===== config.mk =====
export PLATFORM = sky130hd
export DESIGN_NAME = axis_read_seq
export DESIGN_NICKNAME = d
export VERILOG_FILES = /design/src/rtl/axis_read_seq.sv
export SDC_FILE = /design/constraint.sdc
export NUM_CORES = 1
export LEC_CHECK = 0
export ABC_AREA = 1
export CAP_MARGIN = 20
export CELL_PAD_IN_SITES_DETAIL_PLACEMENT = 2
export CELL_PAD_IN_SITES_GLOBAL_PLACEMENT = 2
export CORE_MARGIN = 2
export CORE_UTILIZATION = 30
export CTS_BUF_LIST = sky130_fd_sc_hd__clkbuf_4 sky130_fd_sc_hd__clkbuf_8 sky130_fd_sc_hd__clkbuf_16
export DETAILED_ROUTE_END_ITERATION = 7
export PLACE_DENSITY = 0.81
export SYNTH_ARGS = -nofsm -noshare
export SYNTH_HDL_FRONTEND = slang
export SYNTH_SLANG_ARGS = --single-unit

===== constraint.sdc =====
create_clock -name clk -period 2.69 [get_ports clk]
set_input_delay 0.269 -clock clk [delete_from_list [all_inputs] [get_ports clk]]
set_output_delay 0.269 -clock clk [all_outputs]
set_load 0.005 [all_outputs]

===== src/rtl/axis_read_seq.sv =====
// Descriptor sequencer: replays (addr, len) as SEL/ADDR/LEN config words to the
// stream read engine, then counts accepted output beats until the transfer completes.
module axis_read_seq #(
    parameter int unsigned CONFIG_ID     = 1,
    parameter int unsigned CONFIG_ADDR   = 23,
    parameter int unsigned CONFIG_DATA   = 24,
    parameter int unsigned CONFIG_AWIDTH = 5,
    parameter int unsigned CONFIG_DWIDTH = 32,
    parameter int unsigned TIMEOUT_WIDTH = 16
) (
    input  logic                     clk,
    input  logic                     rst_n,
    input  logic [CONFIG_DWIDTH-1:0] desc_addr,
    input  logic [CONFIG_DWIDTH-1:0] desc_len,
    input  logic                     desc_valid,
    output logic                     desc_ready,
    output logic [CONFIG_AWIDTH-1:0] cfg_addr,
    output logic [CONFIG_DWIDTH-1:0] cfg_data,
    output logic                     cfg_valid,
    input  logic                     mon_valid,
    input  logic                     mon_ready,
    output logic                     busy,
    output logic                     done,
    output logic                     error
);

    typedef enum logic [2:0] {
        S_IDLE,
        S_SEL,
        S_GAP,
        S_ADDR,
        S_LEN,
        S_STREAM,
        S_DONE
    } state_t;

    state_t                   state_q, state_d;
    logic [CONFIG_DWIDTH-1:0] addr_q, addr_d;
    logic [CONFIG_DWIDTH-1:0] len_q, len_d;
    logic [CONFIG_DWIDTH-1:0] cnt_q, cnt_d;
    logic [TIMEOUT_WIDTH-1:0] wd_q, wd_d;
    logic                     err_q, err_d;
    logic                     ready_q, ready_d;
    logic                     cfg_valid_q, cfg_valid_d;
    logic [CONFIG_AWIDTH-1:0] cfg_addr_q, cfg_addr_d;
    logic [CONFIG_DWIDTH-1:0] cfg_data_q, cfg_data_d;
    logic                     busy_q, busy_d;
    logic                     done_q, done_d;
    logic                     beat;
    logic                     counting;

    assign beat     = mon_valid & mon_ready;
    assign counting = (state_q == S_SEL) || (state_q == S_GAP) || (state_q == S_ADDR) ||
                      (state_q == S_LEN) || (state_q == S_STREAM);

    always_comb begin
        state_d = state_q;
        addr_d  = addr_q;
        len_d   = len_q;
        cnt_d   = cnt_q;
        wd_d    = wd_q;
        err_d   = err_q;

        // Saturate at len so early beats during the cfg words cannot overshoot.
        if (counting && beat && (cnt_q != len_q)) begin
            cnt_d = cnt_q + CONFIG_DWIDTH'(1);
        end

        unique case (state_q)
            S_IDLE: begin
                if (desc_valid && ready_q) begin
                    addr_d  = desc_addr;
                    len_d   = desc_len;
                    cnt_d   = '0;
                    wd_d    = '0;
                    err_d   = 1'b0;
                    state_d = (desc_len != '0) ? S_SEL : S_DONE;
                end
            end
            S_SEL:  state_d = S_GAP;
            S_GAP:  state_d = S_ADDR;
            S_ADDR: state_d = S_LEN;
            S_LEN:  state_d = S_STREAM;
            S_STREAM: begin
                if (cnt_d == len_q) begin
                    state_d = S_DONE;
                end else if (beat) begin
                    wd_d = '0;
                end else begin
                    wd_d = wd_q + TIMEOUT_WIDTH'(1);
                    if (wd_d == '1) begin
                        err_d   = 1'b1;
                        state_d = S_IDLE;
                    end
                end
            end
            S_DONE:  state_d = S_IDLE;
            default: state_d = S_IDLE;
        endcase
    end

    // Outputs are decoded from the next state so they appear registered in the state's cycle.
    always_comb begin
        ready_d     = (state_d == S_IDLE);
        busy_d      = (state_d != S_IDLE);
        done_d      = (state_d == S_DONE);
        cfg_valid_d = 1'b0;
        cfg_addr_d  = cfg_addr_q;
        cfg_data_d  = cfg_data_q;
        unique case (state_d)
            S_SEL: begin
                cfg_valid_d = 1'b1;
                cfg_addr_d  = CONFIG_AWIDTH'(CONFIG_ADDR);
                cfg_data_d  = CONFIG_DWIDTH'(CONFIG_ID);
            end
            S_ADDR: begin
                cfg_valid_d = 1'b1;
                cfg_addr_d  = CONFIG_AWIDTH'(CONFIG_DATA);
                cfg_data_d  = addr_q;
            end
            S_LEN: begin
                cfg_valid_d = 1'b1;
                cfg_addr_d  = CONFIG_AWIDTH'(CONFIG_DATA);
                cfg_data_d  = len_q;
            end
            default: ;
        endcase
    end

    always_ff @(posedge clk) begin
        if (!rst_n) begin
            state_q     <= S_IDLE;
            addr_q      <= '0;
            len_q       <= '0;
            cnt_q       <= '0;
            wd_q        <= '0;
            err_q       <= 1'b0;
            ready_q     <= 1'b0;
            cfg_valid_q <= 1'b0;
            cfg_addr_q  <= '0;
            cfg_data_q  <= '0;
            busy_q      <= 1'b0;
            done_q      <= 1'b0;
        end else begin
            state_q     <= state_d;
            addr_q      <= addr_d;
            len_q       <= len_d;
            cnt_q       <= cnt_d;
            wd_q        <= wd_d;
            err_q       <= err_d;
            ready_q     <= ready_d;
            cfg_valid_q <= cfg_valid_d;
            cfg_addr_q  <= cfg_addr_d;
            cfg_data_q  <= cfg_data_d;
            busy_q      <= busy_d;
            done_q      <= done_d;
        end
    end

    assign desc_ready = ready_q;
    assign cfg_valid  = cfg_valid_q;
    assign cfg_addr   = cfg_addr_q;
    assign cfg_data   = cfg_data_q;
    assign busy       = busy_q;
    assign done       = done_q;
    assign error      = err_q;

endmodule


### Yosys cells after proc, flatten, opt, wreduce, memory -nomap -nowiden

Cells that the tools add are included.

* add/subtract/negate cells: 2
* equality and inequality tests: 16
* muxes and demuxes: 21
* bitwise logic cells: 1
* reduce and logical (&&, ||, !) cells: 19

Operators with widths (number)
* 2-to-1 mux 32 bit: 3
* one-hot mux 32 bit (3 select lines): 1
* 2-to-1 mux 16 bit: 3
* adder 32 x 1 -> 32 bit (second input constant): 1
* == test 32 bit: 1
* inequality test 32 bit: 1
* one-hot mux 16 bit (2 select lines): 1
* nonzero test 32 bit: 1
* one-hot mux 3 bit (6 select lines): 1
* adder 16 x 1 -> 16 bit (second input constant): 1
* == test 16 bit (second input constant): 1
* 2-to-1 mux 3 bit: 5
* == test 3 bit (second input constant): 4
* one-hot mux 5 bit (2 select lines): 1
* == test 3 x 2 -> 1 bit (second input constant): 3
* == test 3 x 1 -> 1 bit (second input constant): 2
* zero test 3 bit: 2
* inequality test 2 bit (second input constant): 3
* nonzero test 3 bit: 2
* 2-to-1 mux 1 bit: 5
* AND reduction 5 bit: 1
* logical OR 1 bit: 4
* nonzero test 2 bit: 2
* logical AND 1 bit: 3
* 7 further kinds: 7

* register bits after elaboration: 157
* bits of input ports: 69
* output and inout port bits: 42

### Depth between registers and ports, before layout

* depth in word-level cells: 14
* depth in mapped cells: 24
* gate-level depth less buffers: 22

### Worst setup path before layout

OpenSTA, ideal clock, no wires.

* kind: register to register
* start: reg cnt_q[0]
* end: reg wd_q[8]
* library setup time: 116 ps
* data arrival time: 2325 ps
* path slack: 249 ps
* cell stages (with the launch flop): 22
* buffers on the path: 1
* clock period less this slack: 2441 ps
* cell sequence: dfxtp_1 > ha_1 > nand3_2 > nor3_1 > inv_1 > nor2_1 > nand2_1 > nor2_4 > nand2_1 > nand3_1 > nand2_1 > inv_1 > nand2_1 > nor2_1 > nand2_1 > nor2_2 > nand3_2 > nand2_2 > inv_2 > buf_2 > nor2_1 > nor2_1

* word-level cells in the longest chain between the ends: 6
* elaborated cells between the ends (all ways): 7
* classes of those cells: add/sub: 1; eq/ne: 3; mux: 1; reduce/logical: 2

Ends and longest elaborated chain
* from (decl): RTL line 40 `logic [CONFIG_DWIDTH-1:0] cnt_q, cnt_d;`
* from (signal assigned): RTL line 148 `cnt_q <= cnt_d;`
* parallel branches: the longest is 2 deep, another holds adder 32 x 1 -> 32 bit
* 2-to-1 mux 32 bit (*): RTL line 65 `if (counting && beat && (cnt_q != len_q)) begin`
* == test 32 bit (*): RTL line 85 `if (cnt_d == len_q) begin`
* inequality test 2 bit (no line) (*)
* AND reduction 3 bit (no line) (*)
* to (signal assigned): RTL line 149 `wd_q <= wd_d;`
* to (decl): RTL line 41 `logic [TIMEOUT_WIDTH-1:0] wd_q, wd_d;`

Mark *: on every way between the ends.
A chain may end at the register's enable or synchronous reset.

### Final worst setup path

* start: reg wd_q[8]
* end: reg ready_q (netlist: desc_ready)

* word-level cells in the longest chain between the ends: 7

Ends and longest elaborated chain
* adder 16 x 1 -> 16 bit: RTL line 90 `wd_d = wd_q + TIMEOUT_WIDTH'(1);`
* == test 16 bit: RTL line 91 `if (wd_d == '1) begin`
* 2-to-1 mux 3 bit: RTL line 91
* 2-to-1 mux 3 bit: RTL line 87 `end else if (beat) begin`
* 2-to-1 mux 3 bit: RTL line 85
* one-hot mux 3 bit (6 select lines): RTL line 69 `unique case (state_q)`
* zero test 3 bit: RTL line 104 `ready_d = (state_d == S_IDLE);`
* to (signal assigned): RTL line 151 `ready_q <= ready_d;`
* to (decl): RTL line 43 `logic ready_q, ready_d;`

Every way passes these cells.

==> impl_metrics.tcl <==
set metrics [dict create \
    final_nets 1641 \
    drv_cap 0 \
    ys.flop_type "dfxtp_1" \
    drt-initial-drc-count 1093 \
    yosys_warnings 0 \
    clock-sinks 155 \
    multiInputGateArea_um2 5270 \
    report.power.total_mw 10.1 \
    cp.arrival_ps 3830 \
    p_per_area_nw_per_um2 758 \
    nFillCells 2933 \
    startpoint_type "flip-flop" \
    synth-seq-cells 155 \
    path_buf_inv 0 \
    synth_top_cell_area_share 0.387 \
    whs_ps 375 \
    start_util 0.307 \
    final_hold_viol_count 0 \
    cts_tree "done" \
    r2r-start "wd_q[8]$_SDFFE_PN0P_" \
    synth_cells 1227 \
    synth.distinct_cells 33 \
    regArea_um2 3170 \
    crit_family "simple AND/OR/NAND/NOR gates" \
    period_minus_slack_ps 3410 \
    setup_slack_ps -720 \
    synth-async-reset-ratio 0 \
    cts_buffers 17 \
    final.setup.tns_ps -13630 \
    grt_use_total 0.406 \
    p_leak_nw 5.48 \
    overflow 0 \
    status "finished, violations left" \
    firstDrtPassIters 7 \
    reg2reg_slack_ps -720 \
    drc 11 \
    placed_area_um2 11100 \
    violations "DRC, setup timing" \
    die_y_um 167 \
    dp_hpwl_um 30100 \
    fmax_mhz 293 \
    cp_cell_sequence "nand2_1 -> nor2_1 -> nand4_1 -> nor3_2 -> xor2_1 -> nand2_1 -> nor2_1 -> nand3_1 -> nand2_1 -> nand2_1 -> nand2_4 -> nand2_2 -> nor2_4 -> nand2_4 -> nor2_4" \
    portBuffers 110 \
    yosysTopAreaCell "dfxtp_1" \
    fin_crit_sh 1.27 \
    worst_hold_path.num_cells 3 \
    skew_ps 24.4 \
    cts_hold_buf 0 \
    antenna_found_initial 3 \
    cpMaxStageDelayCell "dfxtp_1" \
    tightest_slew_ps 794 \
    syn_nets 1299 \
    vias 11489 \
    cp_max_fo 8 \
    dieWidth_um 167 \
    hold_start "desc_addr[24]" \
    syn_area_per_cell_um2 6.53 \
    final_area_um2 13300 \
    grt_start_max_net_pins 62 \
    antenna-diode-count 0 \
    rsz0062_at_grt "yes" \
    grt_pass1_wl_um 83900 \
    core_region_area_um2 26100 \
    cp-end-kind "flip-flop" \
    critical_path_depth 15 \
    syn_to_final_growth_pct 65.4 \
    fp-row-count 59 \
    irDropWorstVdd_mv 0.581 \
    drive_above_1_share 0.370 \
    grt_pass1_vias 12484 \
    antenna_left 0 \
    worstSetupPathType "reg -> reg" \
    cts_buffer_depth 2 \
    cpMostUsedCell "nand2_1" \
    place.gp.congestion 0.868 \
    wl_um 64200 \
    worstPathRequired_ps 3110 \
    synth_area_um2 8010 \
    min_to "addr_q[24]$_SDFFE_PN0P_" \
    r2r_cells 15 \
    pin_count 111 \
    slowest_delay_ps 620 \
    cts_root_buffer "clkbuf_16" \
    cts.clk_slew.worst_paths_ps 90 \
    final_max_slew_viol_count 0 \
    insertion_delay_ps 490 \
    slew_headroom 0.471 \
    hold_path_class "in -> reg" \
    yosysSeqAreaShare 0.387 \
    yosys-top-cells-area "dfxtp_1 39%, nand2_1 19%, nor2_1 6.1%" \
    detail_route.vias_per_cell 5.99 \
    synth-edff-count 0 \
    cts_max_level 4 \
    worstReg2RegEnd "desc_ready$_SDFF_PN0_" \
    dieArea_um2 28000 \
    setup_violations 24 \
    wl_per_cell_um 33.5 \
]
[flip-flops by register name (all words and copies together) (netlist names)]
register,flops
error,1
cfg_addr,3
wd_q,16
addr_q,32
done,1
state_q,3
cfg_data,32
cnt_q,32
cfg_valid,1
len_q,32
busy,1
desc_ready,1
[metrics by stage]
step           setup slack (ps)  utilization  cells
4_1_cts                    -208        0.483   1901
2_1_floorplan               249            -   1227
3_3_place_gp               -454        0.424   1845
6_report                   -720        0.507   1917
5_1_grt                    -870        0.507   1917
3_5_place_dp               -775        0.424   1845
[Yosys cell counts (4+ instances only)]
cell,count
nand2_1,395
dfxtp_1,155
nor2_1,131
inv_1,111
nand3_1,84
a21oi_1,70
clkbuf_1,47
o21ai_0,38
xor2_1,38
a31oi_1,31
nor3_1,30
nand4_1,20
nor4_1,16
xnor2_1,14
nand3b_1,6
inv_2,5
nand3_2,5
o21ai_1,4
[tightest hold or removal path, cell delays in order]
cell and delay, ps:
clkdlybuf4s50_1 400, nand3_1 80, a21oi_1 60
[kinds of logic after synthesis]
| logic type | Yosys count | share of synthesized area |
|---|---|---|
| AO/OA/AOI/OAI | 146 | 0.0973 |
| XOR/XNOR | 52 | 0.0568 |
| adder cells (fa/ha/maj) | 3 | 0.00469 |
| buffers and inverters | 173 | 0.0862 |
| flip-flops | 155 | 0.387 |
| AND/OR/NAND/NOR | 698 | 0.368 |
[final cells by class]
class                      count  share of cell area
timing repair buffer         377               0.250
sequential                   155               0.239
clock inverter                15              0.0129
timing repair inverter         2             0.00189
multi-input combinational    900               0.398
tap                          335              0.0316
clock buffer                  17              0.0321
inverter                     116              0.0349
[worst max path at each step]
stage	startpoint	to	slack [ps]
5_1_grt	wd_q[8]$_SDFFE_PN0P_	desc_ready$_SDFF_PN0_	-870
4_1_cts	cnt_q[16]$_SDFF_PN0_	desc_ready$_SDFF_PN0_	-210
2_1_floorplan	cnt_q[0]$_SDFF_PN0_	wd_q[8]$_SDFFE_PN0P_	250
3_5_place_dp	mon_valid	wd_q[8]$_SDFFE_PN0P_	-770
3_3_place_gp	mon_valid	wd_q[15]$_SDFFE_PN0P_	-450
6_report	wd_q[8]$_SDFFE_PN0P_	desc_ready$_SDFF_PN0_	-720
[cell usage in the layout, fill, tap and decap left out, types with 38 or more instances in the layout]
| cell type | synthesis | final |
|---|---|---|
| nand2_1 | 395 | 306 |
| buf_4 | 3 | 244 |
| dfxtp_1 | 155 | 115 |
| clkdlybuf4s50_1 | 0 | 109 |
| inv_1 | 111 | 87 |
| nand2_2 | 2 | 70 |
| nand3_1 | 84 | 70 |
| nor2_1 | 131 | 68 |
| a21oi_1 | 70 | 67 |
| xor2_1 | 38 | 38 |
[power by group]
part,switching (mW),total [mW],internal (mW)
logic,2.71,4.33,1.62
clock network,1.47,2.73,1.26
registers,0.400,2.99,2.59
[routing by layer]
layer  track usage  vias to the layer above  wire length (um)
met5             0                        -                23
met4         0.286                        4              6070
met2         0.733                      817             31200
li1              -                     4624                 -
met3        0.0773                      378              4520
met1         0.425                     5666             22400
[repair_timing]
| action | in CTS | in global routing |
|---|---|---|
| pin swaps | 36 | 49 |
| setup buffers | 19 | 16 |
| cloned | 5 | 0 |
| resized for setup | 222 | 150 |
| endpoints found under the setup margin | 23 | 55 |
No activity file was read; power rests on OpenSTA's default activity.
